**src/rtl/or_arbiter.sv**
```systemverilog
// Round-robin arbiter that computes a | b for one granted requester per cycle.
// A single-entry registered response slot supports one result per cycle under back-to-back accepts.
module or_arbiter #(
    parameter int N = 4,
    parameter int W = 1
) (
    input  logic                 clk,
    input  logic                 rst,
    input  logic [N-1:0]         req_valid,
    input  logic [N*W-1:0]       req_a,
    input  logic [N*W-1:0]       req_b,
    output logic [N-1:0]         req_ready,
    output logic                 rsp_valid,
    output logic [W-1:0]         rsp_y,
    output logic [$clog2(N)-1:0] rsp_id,
    input  logic                 rsp_ready,
    output logic [15:0]          txn_count
);
    localparam int IW = $clog2(N);

    logic [IW-1:0] ptr_q, ptr_d;
    logic          rsp_valid_q, rsp_valid_d;
    logic [W-1:0]  rsp_y_q, rsp_y_d;
    logic [IW-1:0] rsp_id_q, rsp_id_d;
    logic [15:0]   txn_q, txn_d;

    logic          found;
    logic [IW-1:0] gnt;
    logic [IW:0]   idx;
    logic          slot_free;
    logic          accept;

    // Cyclic search starting at ptr; idx carries one extra bit so the wrap works for any N.
    always_comb begin
        found = 1'b0;
        gnt   = '0;
        idx   = '0;
        for (int k = 0; k < N; k++) begin
            idx = {1'b0, ptr_q} + (IW+1)'(k);
            if (idx >= (IW+1)'(N)) idx = idx - (IW+1)'(N);
            if (!found && req_valid[idx[IW-1:0]]) begin
                found = 1'b1;
                gnt   = idx[IW-1:0];
            end
        end
    end

    assign slot_free = !rsp_valid_q || rsp_ready;
    assign accept    = slot_free && found && !rst;
    assign req_ready = accept ? (N'(1) << gnt) : '0;

    always_comb begin
        ptr_d       = ptr_q;
        rsp_valid_d = rsp_valid_q;
        rsp_y_d     = rsp_y_q;
        rsp_id_d    = rsp_id_q;
        txn_d       = txn_q;
        if (accept) begin
            rsp_valid_d = 1'b1;
            rsp_y_d     = req_a[gnt*W +: W] | req_b[gnt*W +: W];
            rsp_id_d    = gnt;
            ptr_d       = (gnt == IW'(N-1)) ? '0 : gnt + IW'(1);
            if (txn_q != 16'hFFFF) txn_d = txn_q + 16'd1;
        end else if (rsp_ready) begin
            rsp_valid_d = 1'b0;
        end
    end

    always_ff @(posedge clk) begin
        if (rst) begin
            ptr_q       <= '0;
            rsp_valid_q <= 1'b0;
            rsp_y_q     <= '0;
            rsp_id_q    <= '0;
            txn_q       <= '0;
        end else begin
            ptr_q       <= ptr_d;
            rsp_valid_q <= rsp_valid_d;
            rsp_y_q     <= rsp_y_d;
            rsp_id_q    <= rsp_id_d;
            txn_q       <= txn_d;
        end
    end

    assign rsp_valid = rsp_valid_q;
    assign rsp_y     = rsp_y_q;
    assign rsp_id    = rsp_id_q;
    assign txn_count = txn_q;
endmodule

```
**config.mk**
```make
export PLATFORM = sky130hd
export DESIGN_NAME = or_arbiter
export DESIGN_NICKNAME = d
export VERILOG_FILES = /design/src/rtl/or_arbiter.sv
export SDC_FILE = /design/constraint.sdc
export NUM_CORES = 1
export LEC_CHECK = 0
export CAP_MARGIN = 0
export CELL_PAD_IN_SITES_DETAIL_PLACEMENT = 0
export CELL_PAD_IN_SITES_GLOBAL_PLACEMENT = 2
export CORE_MARGIN = 2
export CORE_UTILIZATION = 26
export DETAILED_ROUTE_END_ITERATION = 8
export GPL_ROUTABILITY_DRIVEN = 1
export PLACE_DENSITY = 0.86
export SETUP_SLACK_MARGIN = 0.1
export SYNTH_ARGS = -nofsm -noshare
export SYNTH_HDL_FRONTEND = slang
export SYNTH_SLANG_ARGS = --single-unit
```
**constraint.sdc**
```tcl
create_clock -name clk -period 4.6 [get_ports clk]
set_clock_uncertainty 0.15 [all_clocks]
set_input_delay 0.69 -clock clk [delete_from_list [all_inputs] [get_ports clk]]
set_output_delay 0.69 -clock clk [all_outputs]
set_load 0.03 [all_outputs]
```
# Word-level counts from Yosys, hierarchy flattened
# Index checks and enable logic that the tools add are counted.
# W data, S select, Z words.
# classes
shifts	3
n_eq_ne	2
n_reduce_logical	13
magnitude_cmp	8
mux	24
addsub	9
n_bitwise	1
# ops
operator	n
$mux W2	9
$add A16 B1 Y16 const B	1
$ne A16 B16 Y1 const B	1
$lt A2 B3 Y1 const B	4
$mux W1	10
$ge A3 B3 Y1 const B	3
$bmux W1 S2	4
$shiftx A4 B3 Y1	2
$sub A2 B1 Y2 const B	4
$add A2 B2 Y3 const B	2
$logic_and A1 B1 Y1	5
$logic_not A1 Y1	5
$mux W4	1
$shl A1 B2 Y4 const A	1
$add A2 B1 Y3 const B	1
$ge A2 B3 Y1 const B	1
$add A2 B1 Y2 const B	1
$eq A2 B2 Y1 const B	1
$reduce_and A2 Y1	1
$reduce_bool A2 Y1	1
$logic_or A1 B1 Y1	1
$or A1 B1 Y1	1
# word_totals
output_inout_bits	24
inputBits	15
reg_bits	22

# Longest topological paths before layout
# Gate-level depths: netlist of the first run.
# depth
word_depth	17
mapped_depth	6
ltp_nobuf	6

# Least setup slack after synthesis of the first run
# No wires, ideal clock.
# synth_timing
kind	input to output
startpoint	input port rst
endpoint	output port req_ready[1]
setup_slack_ps	1820
path_stages	4
t_arrival_ps	1940
path_cell_list	clkbuf_1 nor3_1 nand2_1 nor2_1
# synth_via
elab_chain_len	3
# synth_rtl
item	line_no	source
start, declared	8	input logic rst,
$logic_not A1 Y1	49	assign accept = slot_free && found && !rst;
$logic_and A1 B1 Y1	49	
$mux W4	50	assign req_ready = accept ? (N'(1) << gnt) : '0;
end, declared	12	output logic [N-1:0] req_ready,
# No other way between the ends.

# Worst setup path in the final report of the first run
# layout_timing
startpoint	input port req_valid[3]
endpoint	output port req_ready[3]
# layout_via
elab_chain_len	15
# layout_rtl
item	line_no	source
start, declared	9	input logic [N-1:0] req_valid,
$bmux W1 S2	41	if (!found && req_valid[idx[IW-1:0]]) begin
$mux W1 (implied by the code)	41	
$mux W1	41	
$logic_not A1 Y1	41	
$logic_and A1 B1 Y1	41	
$mux W1	41	
$logic_not A1 Y1	41	
$logic_and A1 B1 Y1	41	
$mux W1	41	
$logic_not A1 Y1	41	
$logic_and A1 B1 Y1	41	
$mux W1	41	
$logic_and A1 B1 Y1 (2 in series)	49	
$mux W4 *	50	
# Mark *: on every way between the ends. The rest lies on a longest branch, timed or not. The select of a mux whose other input is x is not followed.

==> qor.log, run 1 <==
qor: cts.clock_tree.root_cell clkbuf_8
qor: worst_setup_path.reg2reg_depth 5
qor: die.die-width 70.6 um
qor: cts.h_tree_levels 1
qor: finish.area_growth_syn_to_layout 42.1%
qor: timing.achievable-frequency 0.259 GHz
qor: placement.globalplace.congestion 0.877
qor: timing.final.min_clock_period 3.86 ns
qor: global_route.grt_remaining_overflow 0
qor: die.dieArea 4980 um^2
qor: yosys.yosys.cell_types.count 38
qor: yosys.ys_ff_latch 22
qor: worst_setup_path.startpoint_of_the_worst_register_to_register_path txn_count[3]$_SDFFE_PP0P_
qor: cts.worst_skew_pair.late_latency 0.26 ns
qor: cts.clock_sinks 22
qor: job.max-cap-violations 0
qor: cts.clockBufferDepth 2
qor: global_route.antenna_violations_before_repair 0
qor: global_route.wire_length_of_the_first_global_routing_pass 5.09 mm
qor: timing.worst-slew-pin-transition 0.736 ns
qor: cts.post_cts_hold_buffer_count 0
qor: cts.cts_tree done
qor: timing.setup-violations-final 0
qor: yosys.post_synth.cell_area_avg 7.95 um^2
qor: worst_setup_path.worst-setup-path-type primary input to primary output
qor: die.floorplan.rows 24
qor: yosys.ys.flop_type dfxtp_1
qor: min_path.min_delay_worst_type register to register
qor: timing.timing.setup.tns 0 ns
qor: route.drt-wirelength-per-cell 12.7 um
qor: worst_setup_path.worst-path-max-fanout 6
qor: timing.final-hold-violation-count 0
qor: timing.grt_setup_unrepaired no
qor: yosys.async_flop_share 0%
qor: yosys.netlist_area 1150 um^2
qor: min_path.min_delay_path_depth 2
qor: route.drt_pre_antenna_iters 4
qor: power.p_per_area 271 nW/um^2
qor: die.core-area 4320 um^2
qor: cts.clkTransAtPathRegs 0.07 ns
qor: worst_setup_path.required 3.76 ns
qor: route.antenna_violating_nets_post_route 0
qor: global_route.grtUsageTotal 12.4%
qor: worst_setup_path.worst_r2r_endpoint txn_count[15]$_SDFFE_PP0P_
qor: finish.final-instance-count-excl-fill 236
qor: timing.max_transition_margin 50.5%
qor: global_route.grt_max_degree 28
qor: timing.period_share 84.0%
qor: yosys.synthesis.yosys.warnings 0
qor: finish.n_antenna_cell 0
qor: cts.post-cts-setup-buffer-count 0
qor: route.post_drt_via_cell_ratio 4.90
qor: cts.cts_bufs_inserted 3
qor: global_route.grt_pass1_vias 1159
qor: yosys.count_of_flip_flops_with_a_built_in_enable_after_synthesis 0
qor: route.dr.first_iter.drc_count 38
qor: worst_setup_path.critPathCapture req_ready[3]
qor: placement.io_buffer_count 38
qor: worst_setup_path.timing.critical_path.from_type primary input
qor: power.vdd_drop_max 0.0834 mV
qor: outcome.run_status finished, final reports clean
qor: power.design_power_total 0.443 mW
qor: worst_setup_path.timing.critical_path.to_type primary output
qor: route.vias 1157
qor: route.detail_route.drc_violations 0
qor: die.height_of_the_die 70.6 um
qor: timing.slew_viol_final 0
qor: worst_setup_path.cp_data_arrival_time 3.02 ns
qor: die.design.portCount 39
qor: yosys.postSynthNetCount 161
qor: finish.final_nets 202
qor: finish.layout-drive-gt1-share 4.35%
qor: cts.cts_resized 0
qor: yosys.syn_inst 145
qor: worst_setup_path.cp_startpoint req_valid[3]
qor: worst_setup_path.worst_r2r_setup_slack 2.33 ns
qor: power.static-leakage-power 0.544 nW
qor: die.initial_core_util 26.6%
qor: placement.dp_hpwl 2.23 mm
qor: placement.post_place_cells 233
qor: yosys.yosysSeqAreaShare 38.2%
qor: route.drt_wl_total 3.00 mm
where the power goes:
| part | switching [mW] | total [mW] | internal [mW] |
|---|---|---|---|
| combinational | 0.0625 | 0.114 | 0.0516 |
| sequential | 0.00811 | 0.210 | 0.201 |
| clock | 0.0612 | 0.120 | 0.0585 |
how the worst min path moves through the flow:
stage	start	end	slack, ns
finish	rsp_id[1]$_SDFFE_PP0P_	rsp_id[1]$_SDFFE_PP0P_	0.31
global route	rsp_id[1]$_SDFFE_PP0P_	rsp_id[1]$_SDFFE_PP0P_	0.34
CTS	rsp_id[0]$_SDFFE_PP0P_	rsp_id[0]$_SDFFE_PP0P_	0.31
detailed placement	rsp_id[0]$_SDFFE_PP0P_	rsp_id[0]$_SDFFE_PP0P_	0.30
global placement	rsp_id[1]$_SDFFE_PP0P_	rsp_id[1]$_SDFFE_PP0P_	0.30
floorplan	ptr_q[0]$_SDFFE_PP0P_	ptr_q[0]$_SDFFE_PP0P_	0.32
layout make-up:
cell class                      count  area, um^2
Clock buffer                        3        41.3
Fill cell                         462        2690
Inverter                            8        30.0
Multi-Input combinational cell    111         666
Sequential cell                    22         440
Tap cell                           52        65.1
Timing Repair Buffer               40         395
metrics by stage:
stage	worst slack, ns	hold WS [ns]	cell area [um^2]	util [%]
after detailed placement	0.699	0.302	1600	36.9
after CTS	0.694	0.313	1640	37.9
final	0.737	0.312	1640	37.9
after floorplan	1.82	0.316	1150	-
after global routing	0.568	0.339	1640	37.9
after global placement	0.783	0.299	1600	36.9
placed cells by master (no fill, tap or decap), types with 2 or more instances in the layout:
cell type / synthesis / final
a21oi_1: 12 / 12
and4_1: 2 / 2
buf_4: 0 / 2
clkbuf_8: 0 / 3
clkdlybuf4s50_1: 0 / 38
dfxtp_1: 22 / 22
inv_1: 8 / 8
mux2i_1: 2 / 2
nand2_1: 9 / 9
nand2b_1: 3 / 3
nand3_1: 5 / 5
nand4_1: 4 / 4
nor2_1: 19 / 19
nor2b_1: 4 / 4
nor3_1: 8 / 8
nor3b_1: 2 / 2
nor4_1: 4 / 4
o21ai_0: 5 / 5
o31ai_1: 2 / 2
or3_1: 6 / 6
or4_1: 2 / 2
xnor2_1: 5 / 5
xor2_1: 2 / 2
critical path, cell delays in order:
cell	delay, ns
clkdlybuf4s50_1	0.56
o22ai_1	0.13
o31ai_1	0.62
nand2_1	0.19
nor2_1	0.14
clkdlybuf4s50_1	0.68
sequential cells by signal, indices dropped and copies added, names as in the netlist:
register / flops
ptr_q: 2
rsp_id: 2
rsp_valid: 1
rsp_y: 1
txn_count: 16
per-layer routing:
layer	vias to the layer above	routed length, um	track usage [%]
met5	-	0	0
met4	0	30	3.77
met3	3	194	2.99
met2	30	1320	21.1
met1	518	1460	15.6
li1	606	-	-
synthesized netlist by cell type, types with 2 or more instances:
cell | instances | area (um^2)
a21oi_1 | 12 | 60.1
and4_1 | 2 | 17.5
clkbuf_1 | 2 | 7.51
dfxtp_1 | 22 | 440
inv_1 | 8 | 30.0
mux2i_1 | 2 | 20.0
nand2_1 | 9 | 33.8
nand2b_1 | 3 | 18.8
nand3_1 | 5 | 25.0
nand4_1 | 4 | 25.0
nor2_1 | 19 | 71.3
nor2b_1 | 4 | 25.0
nor3_1 | 8 | 40.0
nor3b_1 | 2 | 15.0
nor4_1 | 4 | 25.0
o21ai_0 | 5 | 25.0
o31ai_1 | 2 | 15.0
or3_1 | 6 | 37.5
or4_1 | 2 | 15.0
xnor2_1 | 5 | 43.8
xor2_1 | 2 | 17.5
cell families after synthesis:
logic type      share of synthesized area, %
simple gates                            33.3
compound gates                          15.3
flops                                   38.2
buf+inv                                 4.02
xor+xnor                                5.32
mux                                     2.71
fa+ha+maj                               1.09
Note: power is estimated with default switching activity, not from simulation.
==> run 2: changes to the inputs <==
--- a/config.mk
+++ b/config.mk
@@ -9,10 +9,10 @@
 export CELL_PAD_IN_SITES_DETAIL_PLACEMENT = 0
 export CELL_PAD_IN_SITES_GLOBAL_PLACEMENT = 2
 export CORE_MARGIN = 2
-export CORE_UTILIZATION = 26
+export CORE_UTILIZATION = 22
 export DETAILED_ROUTE_END_ITERATION = 8
 export GPL_ROUTABILITY_DRIVEN = 1
-export PLACE_DENSITY = 0.86
+export PLACE_DENSITY = 0.78
 export SETUP_SLACK_MARGIN = 0.1
 export SYNTH_ARGS = -nofsm -noshare
 export SYNTH_HDL_FRONTEND = slang
==> constraint.sdc (replaced) <==
create_clock -name clk -period 3.37 [get_ports clk]
set_clock_uncertainty 0.15 [all_clocks]
set_input_delay 0.5055 -clock clk [delete_from_list [all_inputs] [get_ports clk]]
set_output_delay 0.5055 -clock clk [all_outputs]
set_load 0.03 [all_outputs]
==> qor.log, run 2 (same netlist as run 1, synthesis figures left out) <==
qor: placement.io_buffer_count 38 [unchanged]
qor: global_route.wire_length_of_the_first_global_routing_pass 5.38 mm [+5.8%]
qor: timing.timing.setup.tns 0 ns [unchanged]
qor: placement.globalplace.congestion 0.715 [-18%]
qor: timing.fin_ws 0.424 ns [-0.313 ns]
qor: timing.final.hold.worst_slack 0.316 ns [+0.00372 ns]
qor: route.detail_route.drc_violations 0 [unchanged]
qor: timing.achievable-frequency 0.339 GHz
qor: die.initial_core_util 22.7% [-3.9 points]
qor: route.post_drt_via_cell_ratio 4.57 [-6.8%]
qor: placement.pre_cts_slack 0.390 ns [-0.309 ns]
qor: cts.post-cts-setup-buffer-count 0 [unchanged]
qor: power.static-leakage-power 0.562 nW [+3.3%]
qor: timing.period_share 87.4%
qor: global_route.grt_pass1_vias 1147 [-1.0%]
qor: cts.post_cts_hold_buffer_count 0 [unchanged]
qor: power.vdd_drop_max 0.113 mV [+36%]
qor: finish.layout.cells.most_common_list clkdlybuf4s50_1, dfxtp_1, nor2_1
qor: route.dr.first_iter.drc_count 44 [+16%]
qor: placement.dp_hpwl 2.31 mm [+3.2%]
qor: cts.clkTransAtPathRegs 0.08 ns [about the same]
qor: die.height_of_the_die 76.4 um [+8.2%]
qor: worst_setup_path.worst-setup-path-type primary input to primary output
qor: worst_setup_path.timing.critical_path.to_type primary output
qor: global_route.antenna_violations_before_repair 0 [unchanged]
qor: finish.layout-drive-gt1-share 7.53% [+3.2 points]
qor: cts.cts_resized 0 [unchanged]
qor: global_route.grtUsageTotal 11.0% [-1.4 points]
qor: finish.mostFrequentLayoutCell clkdlybuf4s50_1
qor: finish.area_growth_syn_to_layout 44.5%
qor: route.antenna_violating_nets_post_route 0 [unchanged]
qor: worst_setup_path.cp_slowest_cell o31ai_1
qor: finish.final.fill_count 571 [+24%]
qor: cts.worst_skew_pair.late_latency 0.26 ns [about the same]
qor: worst_setup_path.critical-path-max-stage-delay 0.58 ns [-0.10 ns]
qor: finish.n_antenna_cell 0 [unchanged]
qor: die.die-width 76.4 um [+8.2%]
qor: finish.largest_register_ff_count 16 [unchanged]
qor: job.max-cap-violations 0 [unchanged]
qor: cts.clock_tree.root_cell clkbuf_8
qor: worst_setup_path.timing.critical_path.from_type primary input
qor: cts.clock_sinks 22 [unchanged]
qor: timing.final-hold-violation-count 0 [unchanged]
qor: route.vias 1170 [+1.1%]
qor: cts.cts_bufs_inserted 3 [unchanged]
qor: route.drt_wl_total 3.16 mm [+5.4%]
qor: power.p_per_area 363 nW/um^2 [+34%]
qor: timing.grt_setup_unrepaired no
qor: global_route.grt_max_degree 27 [-3.6%]
qor: finish.multi_input_area 666 um^2 [unchanged]
qor: worst_setup_path.required 2.71 ns [-1.05 ns]
qor: finish.ff_latch_area 440 um^2 [unchanged]
qor: timing.slew_viol_final 0 [unchanged]
qor: timing.setup-violations-final 0 [unchanged]
qor: global_route.grt_remaining_overflow 0 [unchanged]
qor: worst_setup_path.worst-path-max-fanout 6 [unchanged]
qor: route.drt-wirelength-per-cell 12.4 um [-2.9%]
qor: worst_setup_path.cp_data_arrival_time 2.29 ns [-0.73 ns]
qor: die.core-area 5070 um^2 [+17%]
qor: timing.worst-slew-pin-transition 0.706 ns [-0.0300 ns]
qor: timing.final.min_clock_period 2.95 ns
qor: cts.cts_tree done
qor: route.drt_pre_antenna_iters 4 [unchanged]
qor: cts.clockBufferDepth 2 [unchanged]
qor: die.dieArea 5830 um^2 [+17%]
qor: outcome.run_status finished, final reports clean
qor: die.design.portCount 39 [unchanged]
qor: cts.h_tree_levels 1 [unchanged]
qor: worst_setup_path.worstPathCellList clkdlybuf4s50_1 -> o22ai_1 -> o31ai_1 -> nand2_1 -> nor2_1 -> buf_4
qor: timing.max_transition_margin 52.6% [+2.1 points]
qor: min_path.min_delay_worst_type register to register
qor: finish.final_nets 204 [+0.99%]
qor: die.floorplan.rows 26 [+8.3%]
## run 2: changes by cell type in the layout (fill, tap and decap cells not counted), sizes merged
cell / change
buf: +6
clkdlybuf4s50: -4
## run 2: worst paths after layout
kind,from,to,slack (ns),depth (start not counted)
worst max-delay path,req_valid[3],req_ready[1],0.42,6
worst min-delay path,rsp_id[1]$_SDFFE_PP0P_,rsp_id[1]$_SDFFE_PP0P_,0.32,2
worst max register to register,txn_count[3]$_SDFFE_PP0P_,txn_count[15]$_SDFFE_PP0P_,1.05,5
worst min register to register,rsp_id[1]$_SDFFE_PP0P_,rsp_id[1]$_SDFFE_PP0P_,0.32,2
## run 2: worst max-delay path: cells and delay by family
family	cells	cell delay, ns
AOI/OAI and AO/OA	2	0.72
buffers and inverters	2	0.73
and+or+nand+nor	2	0.34
## run 2: per-stage QoR
step	power, mW	cells	util, %	area [um^2]
after floorplan	0.386	145	-	1150
after global placement	0.450	253	32.0	1620
after detailed placement	0.449	253	32.0	1620
after CTS	0.615	256	32.8	1670
after global routing	0.642	256	32.8	1670
final	0.604	256	32.8	1670
## run 2: metal layers
metal / track usage (%) / routed length (um)
met1: 15.0 / 1540
met2: 17.1 / 1410
met3: 2.61 / 192
met4: 3.27 / 16
met5: 0 / 0
## run 2: final cells by class
class	instances	share of cell area [%]
multi-input cells	111	40.0
well taps	70	5.26
repair buffers	42	24.0
inverters	8	1.80
flip-flops and latches	22	26.4
clock buffers	3	2.48
## run 2: report_power, final
group          total, mW  internal, mW  switching, mW
combinational      0.155        0.0697         0.0851
sequential         0.286         0.275         0.0111
clock              0.163        0.0797         0.0831
